$ cat src/rtl/penalty_monitor_multi_if.sv
`default_nettype none
// ============================================================================
// Module   : penalty_monitor_multi_if
// Brief    : Sensor/billing-side bundle for the multi-lane penalty monitor.
//            viol_cnt exists only when PSYS_VIOL_CNT_EN is defined.
// Revision : 1.0  initial release
// ============================================================================
interface penalty_monitor_multi_if #(
    parameter int NUM_LANES = 4,
    parameter int SEC_W     = 4
`ifdef PSYS_VIOL_CNT_EN
   ,parameter int CNT_W     = 8
`endif
);
    logic                       tick;
    logic [NUM_LANES-1:0]       red;
    logic [NUM_LANES-1:0]       ack;
    logic [SEC_W-1:0]           limit;
    logic [NUM_LANES*SEC_W-1:0] sec;
    logic [NUM_LANES-1:0]       penalty;
    logic                       any_penalty;
`ifdef PSYS_VIOL_CNT_EN
    logic [NUM_LANES*CNT_W-1:0] viol_cnt;
`endif

    modport master (
        output tick, red, ack, limit,
        input  sec, penalty, any_penalty
`ifdef PSYS_VIOL_CNT_EN
       ,input  viol_cnt
`endif
    );

    modport slave (
        input  tick, red, ack, limit,
        output sec, penalty, any_penalty
`ifdef PSYS_VIOL_CNT_EN
       ,output viol_cnt
`endif
    );
endinterface
`default_nettype wire

$ cat src/rtl/penalty_monitor_multi.sv
`default_nettype none
// ============================================================================
// Module   : penalty_monitor_multi
// Brief    : NUM_LANES independent red-time penalty timers on a shared 1 Hz
//            tick with sticky, software-acknowledged penalty flags.
//            Optional macro PSYS_VIOL_CNT_EN adds saturating violation counts.
// Revision : 1.0  initial release
// ============================================================================
module penalty_monitor_multi #(
    parameter int NUM_LANES = 4,
    parameter int SEC_W     = 4
`ifdef PSYS_VIOL_CNT_EN
   ,parameter int CNT_W     = 8
`endif
) (
    input  wire                    clk,
    input  wire                    reset,
    penalty_monitor_multi_if.slave bus
);
    localparam logic [1:0] c_IDLE    = 2'd0;
    localparam logic [1:0] c_TIMING  = 2'd1;
    localparam logic [1:0] c_PENALTY = 2'd2;
    localparam logic [1:0] c_HOLD    = 2'd3;

    logic [NUM_LANES*SEC_W-1:0] w_sec;
    logic [NUM_LANES-1:0]       w_penalty;
    logic                       r_any_penalty;
`ifdef PSYS_VIOL_CNT_EN
    logic [NUM_LANES*CNT_W-1:0] w_viol_cnt;
`endif

    for (genvar gi = 0; gi < NUM_LANES; gi++) begin : g_lane
        logic [1:0]       r_state;
        logic [1:0]       w_state_nxt;
        logic [SEC_W-1:0] r_sec;
        logic [SEC_W-1:0] w_sec_nxt;
        logic             w_red;
        logic             w_ack;

        assign w_red = bus.red[gi];
        assign w_ack = bus.ack[gi];

        // sec can only advance while below limit, so it never wraps
        always_comb begin
            w_state_nxt = r_state;
            w_sec_nxt   = r_sec;
            case (r_state)
                c_IDLE: begin
                    w_sec_nxt = '0;
                    if (w_red) w_state_nxt = c_TIMING;
                end
                c_TIMING: begin
                    if (!w_red) begin
                        w_state_nxt = c_IDLE;
                        w_sec_nxt   = '0;
                    end else if (bus.tick) begin
                        if (r_sec >= bus.limit) w_state_nxt = c_PENALTY;
                        else                    w_sec_nxt   = r_sec + SEC_W'(1);
                    end
                end
                c_PENALTY: begin
                    if (!w_red) w_state_nxt = c_HOLD;
                end
                c_HOLD: begin
                    if (w_ack) begin
                        w_state_nxt = c_IDLE;
                        w_sec_nxt   = '0;
                    end
                end
                default: begin
                    w_state_nxt = c_IDLE;
                    w_sec_nxt   = '0;
                end
            endcase
        end

        always_ff @(posedge clk or negedge reset) begin
            if (!reset) begin
                r_state <= c_IDLE;
                r_sec   <= '0;
            end else begin
                r_state <= w_state_nxt;
                r_sec   <= w_sec_nxt;
            end
        end

        assign w_sec[gi*SEC_W +: SEC_W] = r_sec;
        assign w_penalty[gi]            = (r_state == c_PENALTY) || (r_state == c_HOLD);

`ifdef PSYS_VIOL_CNT_EN
        logic [CNT_W-1:0] r_viol;
        logic             w_pen_entry;

        assign w_pen_entry = (r_state == c_TIMING) && (w_state_nxt == c_PENALTY);

        always_ff @(posedge clk or negedge reset) begin
            if (!reset) begin
                r_viol <= '0;
            end else if (w_pen_entry && (r_viol != {CNT_W{1'b1}})) begin
                r_viol <= r_viol + CNT_W'(1);
            end
        end

        assign w_viol_cnt[gi*CNT_W +: CNT_W] = r_viol;
`endif
    end

    always_ff @(posedge clk or negedge reset) begin
        if (!reset) r_any_penalty <= 1'b0;
        else        r_any_penalty <= |w_penalty;
    end

    assign bus.sec         = w_sec;
    assign bus.penalty     = w_penalty;
    assign bus.any_penalty = r_any_penalty;
`ifdef PSYS_VIOL_CNT_EN
    assign bus.viol_cnt    = w_viol_cnt;
`endif

endmodule
`default_nettype wire

$ cat src/flat_wrapper.sv
// flat-port wrapper written by rule: the top's interface ports become plain ports
module penalty_monitor_multi_flat 
#(
    parameter int NUM_LANES = 4,
    parameter int SEC_W     = 4

)
  (clk, reset, bus_tick, bus_red, bus_ack, bus_limit, bus_sec, bus_penalty, bus_any_penalty);
  penalty_monitor_multi_if #(.NUM_LANES(NUM_LANES), .SEC_W(SEC_W)) bus_i ();
  input  wire clk;
  input  wire reset;
  input wire logic [$bits(bus_i.tick)-1:0] bus_tick;
  input wire logic [$bits(bus_i.red)-1:0] bus_red;
  input wire logic [$bits(bus_i.ack)-1:0] bus_ack;
  input wire logic [$bits(bus_i.limit)-1:0] bus_limit;
  output wire logic [$bits(bus_i.sec)-1:0] bus_sec;
  output wire logic [$bits(bus_i.penalty)-1:0] bus_penalty;
  output wire logic [$bits(bus_i.any_penalty)-1:0] bus_any_penalty;
  assign bus_i.tick = bus_tick;
  assign bus_i.red = bus_red;
  assign bus_i.ack = bus_ack;
  assign bus_i.limit = bus_limit;
  assign bus_sec = bus_i.sec;
  assign bus_penalty = bus_i.penalty;
  assign bus_any_penalty = bus_i.any_penalty;
  penalty_monitor_multi #(.NUM_LANES(NUM_LANES), .SEC_W(SEC_W)) u_core (.clk(clk), .reset(reset), .bus(bus_i));
endmodule
$ cat config.mk
export PLATFORM = sky130hd
export DESIGN_NAME = penalty_monitor_multi_flat
export DESIGN_NICKNAME = d
export VERILOG_FILES = /design/src/rtl/penalty_monitor_multi_if.sv /design/src/rtl/penalty_monitor_multi.sv /design/src/flat_wrapper.sv
export SDC_FILE = /design/constraint.sdc
export NUM_CORES = 1
export LEC_CHECK = 0
export BUFFER_PORTS_ARGS = -buffer_cell sky130_fd_sc_hd__buf_2
export CORE_ASPECT_RATIO = 1.2
export CORE_MARGIN = 2
export CORE_UTILIZATION = 57
export CTS_BUF_LIST = sky130_fd_sc_hd__clkbuf_8
export DETAILED_ROUTE_END_ITERATION = 10
export PLACE_DENSITY_LB_ADDON = 0.1
export SYNTH_ARGS = -nofsm -noshare
export SYNTH_HDL_FRONTEND = slang
export SYNTH_SLANG_ARGS = --single-unit
$ cat constraint.sdc
create_clock -name clk -period 2.49 [get_ports clk]
set_clock_uncertainty 0.15 [all_clocks]
set_input_delay 0.3735 -clock clk [delete_from_list [all_inputs] [get_ports clk]]
set_output_delay 0.3735 -clock clk [all_outputs]
set_load 0.05 [all_outputs]
# Yosys cells after proc, flatten, opt, wreduce, memory -nomap -nowiden

Index checks and enable logic that the tools add are counted.

Flip-flop bits (word level): 25
Bits in latches: 0
Memory bits (writable): 0
Bits in read-only memories: 0
Output and inout bits: 21
Logic and storage cells: 122
Memories kept: 0

Add/subtract/negate cells: 4
Multiply operators: 0
Div/mod/pow operators: 0
Magnitude comparators: 4
Eq/ne operators: 36
Shift operators: 0
Mux-type cells: 48
Bitwise logic cells: 0
Reduce and logical (&&, ||, !) cells: 21

Operators with widths:

| kind                                                | count |
|---|---|
| 2-to-1 mux 4 bit                                    | 16 |
| 2-to-1 mux 2 bit                                    | 24 |
| case mux 4 bit (3 select lines)                     | 4 |
| case mux 2 bit (4 select lines)                     | 4 |
| != test 2 bit, second input constant                | 12 |
| != test 3 bit, second input constant                | 8 |
| AND reduction 5 bit                                 | 4 |
| adder 4 x 1 -> 4 bit, second input constant         | 4 |
| equality test 2 bit, second input constant          | 8 |
| >= comparator 4 bit                                 | 4 |
| AND reduction 4 bit                                 | 4 |
| != test 3 x 2 -> 1 bit, second input constant       | 4 |
| nonzero test 3 bit                                  | 4 |
| equality test 2 x 1 -> 1 bit, second input constant | 4 |
| logical NOT 2 bit                                   | 4 |
| logical OR 1 bit                                    | 4 |
| OR reduction 4 bit                                  | 1 |

# Depth between registers and ports, before layout

Gate-level depths: netlist (run 1).

Depth in word-level cells: 5
Gate-level depth with buffers: 7

# Worst setup path after synthesis (run 1)

No wires, ideal clock.

Kind: flip-flop to flip-flop
Start point: register u_core.g_lane[1].r_sec[0]
End point: register u_core.g_lane[1].r_sec[2]
Arrival time: 2.158 ns
Data required time: 2.221 ns
Setup slack: 0.063 ns
Cell stages (with the launch flop): 8
Path buffers: 0
Clock period less this slack: 2.427 ns
Cells stage by stage: dfrtp_1 inv_1 ha_1 nand2b_4 a2111o_1 a211o_1 xnor2_1 and2_1

Word-level cells in the longest chain between the ends: 5
Elaborated cells between the ends (all ways): 8

Ends and longest elaborated chain:

| element                         | line                        | RTL |
|---|---|---|
| from (decl)                     | penalty_monitor_multi.sv:35 | `logic [SEC_W-1:0] r_sec;` |
| from (signal assigned)          | penalty_monitor_multi.sv:83 | `r_sec <= w_sec_nxt;` |
| adder 4 x 1 -> 4 bit            | penalty_monitor_multi.sv:58 | `else w_sec_nxt = r_sec + SEC_W'(1);` |
| 2-to-1 mux 4 bit                | penalty_monitor_multi.sv:57 | `if (r_sec >= bus.limit) w_state_nxt = c_PENALTY;` |
| 2-to-1 mux 4 bit                | penalty_monitor_multi.sv:56 | `end else if (bus.tick) begin` |
| 2-to-1 mux 4 bit                | penalty_monitor_multi.sv:53 | `if (!w_red) begin` |
| case mux 4 bit (3 select lines) | penalty_monitor_multi.sv:47 | `case (r_state)` |

Several ways; a longest one is shown, not always the timed one. The select of a mux whose other input is x is not followed.
A chain may end at the register's enable or synchronous reset.

# Worst setup path in the final report (run 1)

Ends and elaborated chain as after synthesis.

==> run_results.csv, run 1 <==
group,metric,value,unit
sta,max_freq,449,MHz
drt,drt_wl_total,3.61,mm
synth,synth.area.top_cells,"dfrtp_1 (35%), ha_1 (14%), nand3_1 (3.7%)",
pwr,combPwrFrac,24.9,%
hold_path,hp-class,"in -> reg",
synth,yosys.area.top_type,"dfrtp_1",
die,die_x,54.9,um
drt,detail_route.iter0.violations,34,
die,core_area,3030,um^2
clock_tree,numCtsBuffers,3,
sta,max_slew.worst_pin.slew,0.574,ns
pwr,p_per_area,456,nW/um^2
hold_path,min-delay-start,"bus_red[0]",
clock_tree,htreeDepth,1,
sta,setup_viol,0,
pwr,worst_ir_drop_vdd,0.000366,V
placed_design,hpwl,2.81,mm
pwr,finalPower,921,uW
clock_tree,cts_hold_buf,1,
global_routing,grt-ovfl-total,0,
sta,setup-tns-final,0,ns
sta,whs,0.229,ns
sta,maxSlewHeadroom,61.7,%
critical_path,crit-reg2reg-capture,"u_core.g_lane[1].r_sec[2]",
synth,async_flop_share,100,%
placed_design,place_ws,0.254,ns
final_layout,area_growth,14.0,%
clock_tree,clock-sinks,25,
pwr,internal-power,622,uW
placed_design,place.gp.congestion,0.735,
synth,yosysSeqAreaShare,35.3,%
clock_tree,cts_resized,0,
die,start_util,58.6,%
placed_design,place_area,1970,um^2
final_layout,finalNonFillerCells,253,
critical_path,required,2.51,ns
pwr,power.share.clock,26.1,%
final_layout,diodes,0,
die,die_area,3570,um^2
drt,vias,1520,
synth,synthCells,184,
synth,ys_ff_latch,25,
final_layout,finalInstanceArea,2020,um^2
placed_design,dp_cells,248,
synth,yosysTopAreaCellShare,35.3,%
pwr,p_leak,1.06,nW
drt,routedWlPerCell,14.3,um
critical_path,path_class,"reg -> reg",
global_routing,grt.total_usage,23.3,%
synth,avgSynthCellArea,9.64,um^2
clock_tree,cts-root-buf,"clkbuf_8",
die,die_y,65.1,um
sta,period_minus_slack,2.23,ns
hold_path,hold_depth,3,
critical_path,r2r_start,"u_core.g_lane[1].r_sec[0]",
drt,drc,0,
clock_tree,cts_tree,"built",
final_layout,final_util,66.7,%
die,ios,36,
global_routing,grt_pass1_wl,6.18,mm
final_layout,final_nets,253,
critical_path,crit_fanout,6,
synth,synth_area,1770,um^2
pwr,p_seq_share,49.0,%
placed_design,port_buffers,35,
global_routing,grt_max_degree,26,
critical_path,setup.worst_path.start_class,"flop",
clock_tree,clk_pin_slew,0.09,ns
drt,dr.pass1.iters,4,
drt,drt-vias-per-instance,6.01,
clock_tree,clk_latency,0.27,ns
sta,rsz0062_at_grt,"no",
synth,synth_edf_count,0,
clock_tree,cts_setup_buffers,0,
run,cap_violations,0,
drt,ant_nets,0,
sta,maxSlewViolCount,0,
critical_path,r2r_cells,7,
sta,post-route-period-util,89.5,%
sta,worst_slack,0.263,ns
pwr,switchingPower,299,uW
clock_tree,clock_path_buffers,2,
critical_path,worstPathArrival,2.24,ns
synth,yosys_warnings,0,
critical_path,rrSetupSlack,0.26,ns
sta,final_hold_viol_count,0,
synth,synth_fp_nets,219,
final_layout,drive_gt1_share,24.9,%
hold_path,min_to,"u_core.g_lane[0].r_state[0]",
synth,ys.flop_type,"dfrtp_1",
global_routing,grt_pass1_vias,1449,
critical_path,endpoint_kind,"flop",
global_routing,antenna_found_initial,0,
die,num_rows,22,
pwr,switching_share,32.5,%
synth,ys_types,42,
status,status,"complete, no violations",
[worst max-delay path, cell delays in order (launching register included)]
cell and delay [ns]:
dfrtp_1 0.45, inv_1 0.08, ha_1 0.29, nand2b_4 0.13
a2111o_1 0.45, a211o_1 0.29, xnor2_1 0.13, and2_1 0.16
[placed cells by master, fill, tap and decap left out, types with 3 or more instances in the layout]
master	count
o21ai_0	11
mux2i_1	4
o31ai_1	4
nand2_1	16
buf_2	35
and2_1	4
nor2_1	6
or4_1	5
a22o_1	4
dfrtp_1	25
nor2b_1	5
nand2b_4	3
o211ai_1	7
nand2b_1	3
clkbuf_8	3
inv_1	17
ha_1	20
nand3_1	13
[final cells by class]
| cell class | count | area, um^2 |
|---|---|---|
| tap | 36 | 45.0 |
| clock buffer | 3 | 41.3 |
| fill | 250 | 1010 |
| inverter | 16 | 60.1 |
| multi-input combinational | 136 | 1060 |
| sequential | 25 | 626 |
| timing repair buffer | 36 | 185 |
| clock inverter | 1 | 3.75 |
[cell usage after synthesis (5+ instances only)]
cell type   n
dfrtp_1    25
ha_1       20
inv_1      16
nand2_1    16
nand3_1    13
o21ai_0    11
o211ai_1    7
clkbuf_1    6
nor2_1      6
nor2b_1     5
or4_1       5
[worst max path at each step]
stage	start	endpoint	slack [ns]
3_5_place_dp	bus_limit[2]	u_core.g_lane[1].r_sec[2]	0.25
6_report	u_core.g_lane[1].r_sec[0]	u_core.g_lane[1].r_sec[2]	0.26
4_1_cts	u_core.g_lane[1].r_sec[0]	u_core.g_lane[1].r_sec[2]	0.26
3_3_place_gp	bus_limit[0]	u_core.g_lane[1].r_sec[2]	0.34
2_1_floorplan	u_core.g_lane[1].r_sec[0]	u_core.g_lane[1].r_sec[2]	0.06
5_1_grt	u_core.g_lane[1].r_sec[0]	u_core.g_lane[1].r_sec[3]	0.19
[logic make-up (layout without fill, tap and decap cells)]
kind of cell	Yosys count	after routing	synth area share, %
AO/OA/AOI/OAI	46	46	21.2
XOR/XNOR	1	1	0.494
adder cells (fa/ha/maj)	20	20	14.1
buffers and inverters	23	56	4.94
flip-flops	25	25	35.3
multiplexers	6	6	3.53
AND/OR/NAND/NOR	63	63	20.4
[metal layers]
| layer | share of wire [%] | global-route usage [%] |
|---|---|---|
| met5 | 0 | 0 |
| met1 | 42 | 26.4 |
| met3 | 5.0 | 3.18 |
| met2 | 52 | 42.7 |
| met4 | 1.0 | 7.93 |
[power groups by stage]
stage | Sequential [mW] | Combinational (mW) | Clock, mW
global placement | 0.457 | 0.222 | 0
CTS | 0.452 | 0.232 | 0.251
detailed placement | 0.460 | 0.230 | 0
floorplan | 0.487 | 0.141 | 0
global route | 0.455 | 0.254 | 0.271
finish | 0.451 | 0.229 | 0.241
No activity file was read; power rests on OpenSTA's default activity.
==> run 2, diff against run 1 <==
--- a/config.mk
+++ b/config.mk
@@ -5,10 +5,11 @@
 export SDC_FILE = /design/constraint.sdc
 export NUM_CORES = 1
 export LEC_CHECK = 0
+export ABC_AREA = 1
 export BUFFER_PORTS_ARGS = -buffer_cell sky130_fd_sc_hd__buf_2
 export CORE_ASPECT_RATIO = 1.2
 export CORE_MARGIN = 2
-export CORE_UTILIZATION = 57
+export CORE_UTILIZATION = 58
 export CTS_BUF_LIST = sky130_fd_sc_hd__clkbuf_8
 export DETAILED_ROUTE_END_ITERATION = 10
 export PLACE_DENSITY_LB_ADDON = 0.1
==> constraint.sdc (replaced) <==
create_clock -name clk -period 2.1 [get_ports clk]
set_clock_uncertainty 0.15 [all_clocks]
set_input_delay 0.315 -clock clk [delete_from_list [all_inputs] [get_ports clk]]
set_output_delay 0.315 -clock clk [all_outputs]
set_load 0.05 [all_outputs]
==> run 2 against run 1 <==
Effect of this change: area after synthesis is 11% higher; sequential power is 70% higher; fmax is 31% higher; critical path depth is 3 higher; non-clock buffer count stayed put; register-to-register slack better by 0.14 ns; core utilization is 1.2 points higher; die area is 8.4% higher; clock power is 20% higher; sequential cell count stayed put; largest cell class unchanged.
==> run_results.csv, run 2 <==
group,metric,value,unit
final_layout,final_nets,353,
final_layout,finalNonFillerCells,354,
sta,maxSlewViolCount,0,
final_layout,finalInstanceArea,2230,um^2
drt,routedWlPerCell,10.9,um
clock_tree,clk_pin_slew,0.10,ns
placed_design,hpwl,3.03,mm
critical_path,r2r_cells,10,
synth,avgSynthCellArea,7.00,um^2
die,ios,36,
synth,yosysSeqAreaShare,31.8,%
clock_tree,clock-sinks,25,
global_routing,grt_max_degree,26,
die,num_rows,23,
critical_path,crit-reg2reg-capture,"u_core.g_lane[2].r_sec[1]",
synth,synth_fp_nets,316,
clock_tree,clock_path_buffers,2,
final_layout,mostFrequentLayoutCell,"nand2_1",
final_layout,drive_gt1_share,21.5,%
critical_path,rrSetupSlack,0.40,ns
critical_path,setup.worst_path.start_class,"flop",
synth,ys_types,16,
synth,synthCells,281,
sta,max_freq,589,MHz
placed_design,place.gp.congestion,0.860,
status,status,"complete, no violations",
final_layout,area_growth,13.4,%
drt,vias,1833,
synth,synth.area.top_cells,"dfrtp_1 (32%), nand2_1 (17%), ha_1 (13%)",
placed_design,place_area,2170,um^2
global_routing,antenna_found_initial,0,
clock_tree,htreeDepth,1,
synth,async_flop_share,100,%
critical_path,r2r_start,"u_core.g_lane[2].r_sec[0]",
global_routing,grt_pass1_vias,1620,
critical_path,required,2.11,ns
clock_tree,cts-root-buf,"clkbuf_8",
die,start_util,60.0,%
sta,setup-tns-final,0,ns
synth,synth_area,1970,um^2
critical_path,worstPathArrival,1.71,ns
synth,ys.flop_type,"dfrtp_1",
pwr,finalPower,2.22,mW
critical_path,path_class,"reg -> reg",
sta,whs,0.226,ns
clock_tree,numCtsBuffers,3,
final_layout,fill_cells,314,
sta,rsz0062_at_grt,"no",
drt,dr.pass1.iters,6,
die,die_y,67.8,um
critical_path,endpoint_kind,"flop",
sta,period_minus_slack,1.70,ns
final_layout,final_util,68.0,%
synth,yosys_warnings,0,
synth,synth_edf_count,0,
placed_design,place_ws,0.361,ns
final_layout,layout_common_cells,"nand2_1 (88), nand3_1 (40), inv_1 (39), buf_2 (35), dfrtp_1 (25)",
global_routing,grt_pass1_wl,6.67,mm
synth,yosys-top-cells-count,"nand2_1 (88), nand3_1 (40), inv_1 (39)",
drt,ant_nets,0,
synth,yosysMostFrequentCell,"nand2_1",
placed_design,port_buffers,35,
synth,ys_ff_latch,25,
clock_tree,cts_tree,"built",
hold_path,min_to,"u_core.g_lane[0].r_state[0]",
sta,setup_viol,0,
drt,drt-vias-per-instance,5.18,
drt,drc,0,
global_routing,grt-ovfl-total,0,
pwr,worst_ir_drop_vdd,0.000709,V
placed_design,dp_cells,349,
die,core_area,3280,um^2
die,die_x,57.2,um
sta,max_slew.worst_pin.slew,0.563,ns
run,cap_violations,0,
drt,drt_wl_total,3.85,mm
final_layout,diodes,0,
pwr,p_leak,1.39,nW
critical_path,crit_fanout,6,
pwr,p_per_area,994,nW/um^2
hold_path,hp-class,"in -> reg",
sta,maxSlewHeadroom,62.5,%
synth,yosys.area.top_type,"dfrtp_1",
sta,final_hold_viol_count,0,
synth,yosysTopAreaCellShare,31.8,%
sta,worst_slack,0.402,ns
global_routing,grt.total_usage,21.9,%
clock_tree,clk_latency,0.27,ns
sta,post-route-period-util,80.9,%
hold_path,min-delay-start,"bus_red[0]",
die,die_area,3870,um^2
drt,detail_route.iter0.violations,53,
hold_path,hold_depth,4,
==> run 2: critical path: stages, from the launching register on <==
cell and delay [ns]:
dfrtp_1 0.44, inv_1 0.10, ha_1 0.31, nand2_1 0.06
inv_1 0.03, nand2_1 0.07, nand3_1 0.10, nand2_1 0.12
nand2_2 0.08, nand2_1 0.07, nand2_1 0.05
==> run 2: worst max path at each step <==
stage                                    from                   endpoint  slack (ns)  depth (start not counted)
detailed placement               bus_limit[3]  u_core.g_lane[1].r_sec[1]        0.36                          9
finish              u_core.g_lane[2].r_sec[0]  u_core.g_lane[2].r_sec[1]        0.40                         10
floorplan           u_core.g_lane[2].r_sec[0]  u_core.g_lane[2].r_sec[1]        0.22                         10
CTS                 u_core.g_lane[2].r_sec[0]  u_core.g_lane[2].r_sec[1]        0.41                         10
global route        u_core.g_lane[0].r_sec[0]  u_core.g_lane[0].r_sec[1]        0.23                         10
global placement                 bus_limit[3]  u_core.g_lane[0].r_sec[2]        0.37                          9
==> run 2: timing repair <==
action | CTS | global route
setup buffers | 0 | 0
gates resized for setup | 0 | 0
hold endpoints to repair | 25 | 0
hold buffers | 1 | 0
==> run 2: final cells by class <==
cell class,count,area [um^2],share of cell area [%]
Clock buffer,3,41.3,1.85
Inverter,43,161,7.24
Tap cell,37,46.3,2.08
Sequential cell,25,626,28.1
Clock inverter,1,5.00,0.224
Multi-Input combinational cell,209,1160,52.2
Timing Repair Buffer,36,185,8.31
==> run 2: power by group <==
group | internal [mW] | switching, mW
Combinational | 0.345 | 0.815
Sequential | 0.601 | 0.168
Clock | 0.133 | 0.156
==> run 2: routing by layer <==
metal  global-route usage, %  vias to the layer above  share of wire [%]
li1                        -                      975                  -
met1                    26.9                      823                 46
met2                    39.4                       29                 49
met3                    2.30                        6                3.0
met4                    8.43                        0                2.0
met5                       0                        -                  0
==> run 2: kinds of logic after synthesis <==
family	after synthesis	synth area share [%]
buffers and inverters	47	8.97
AND/OR/NAND/NOR	177	43.4
flip-flops	25	31.8
AO/OA/AOI/OAI	12	3.05
adder cells (fa/ha/maj)	20	12.7
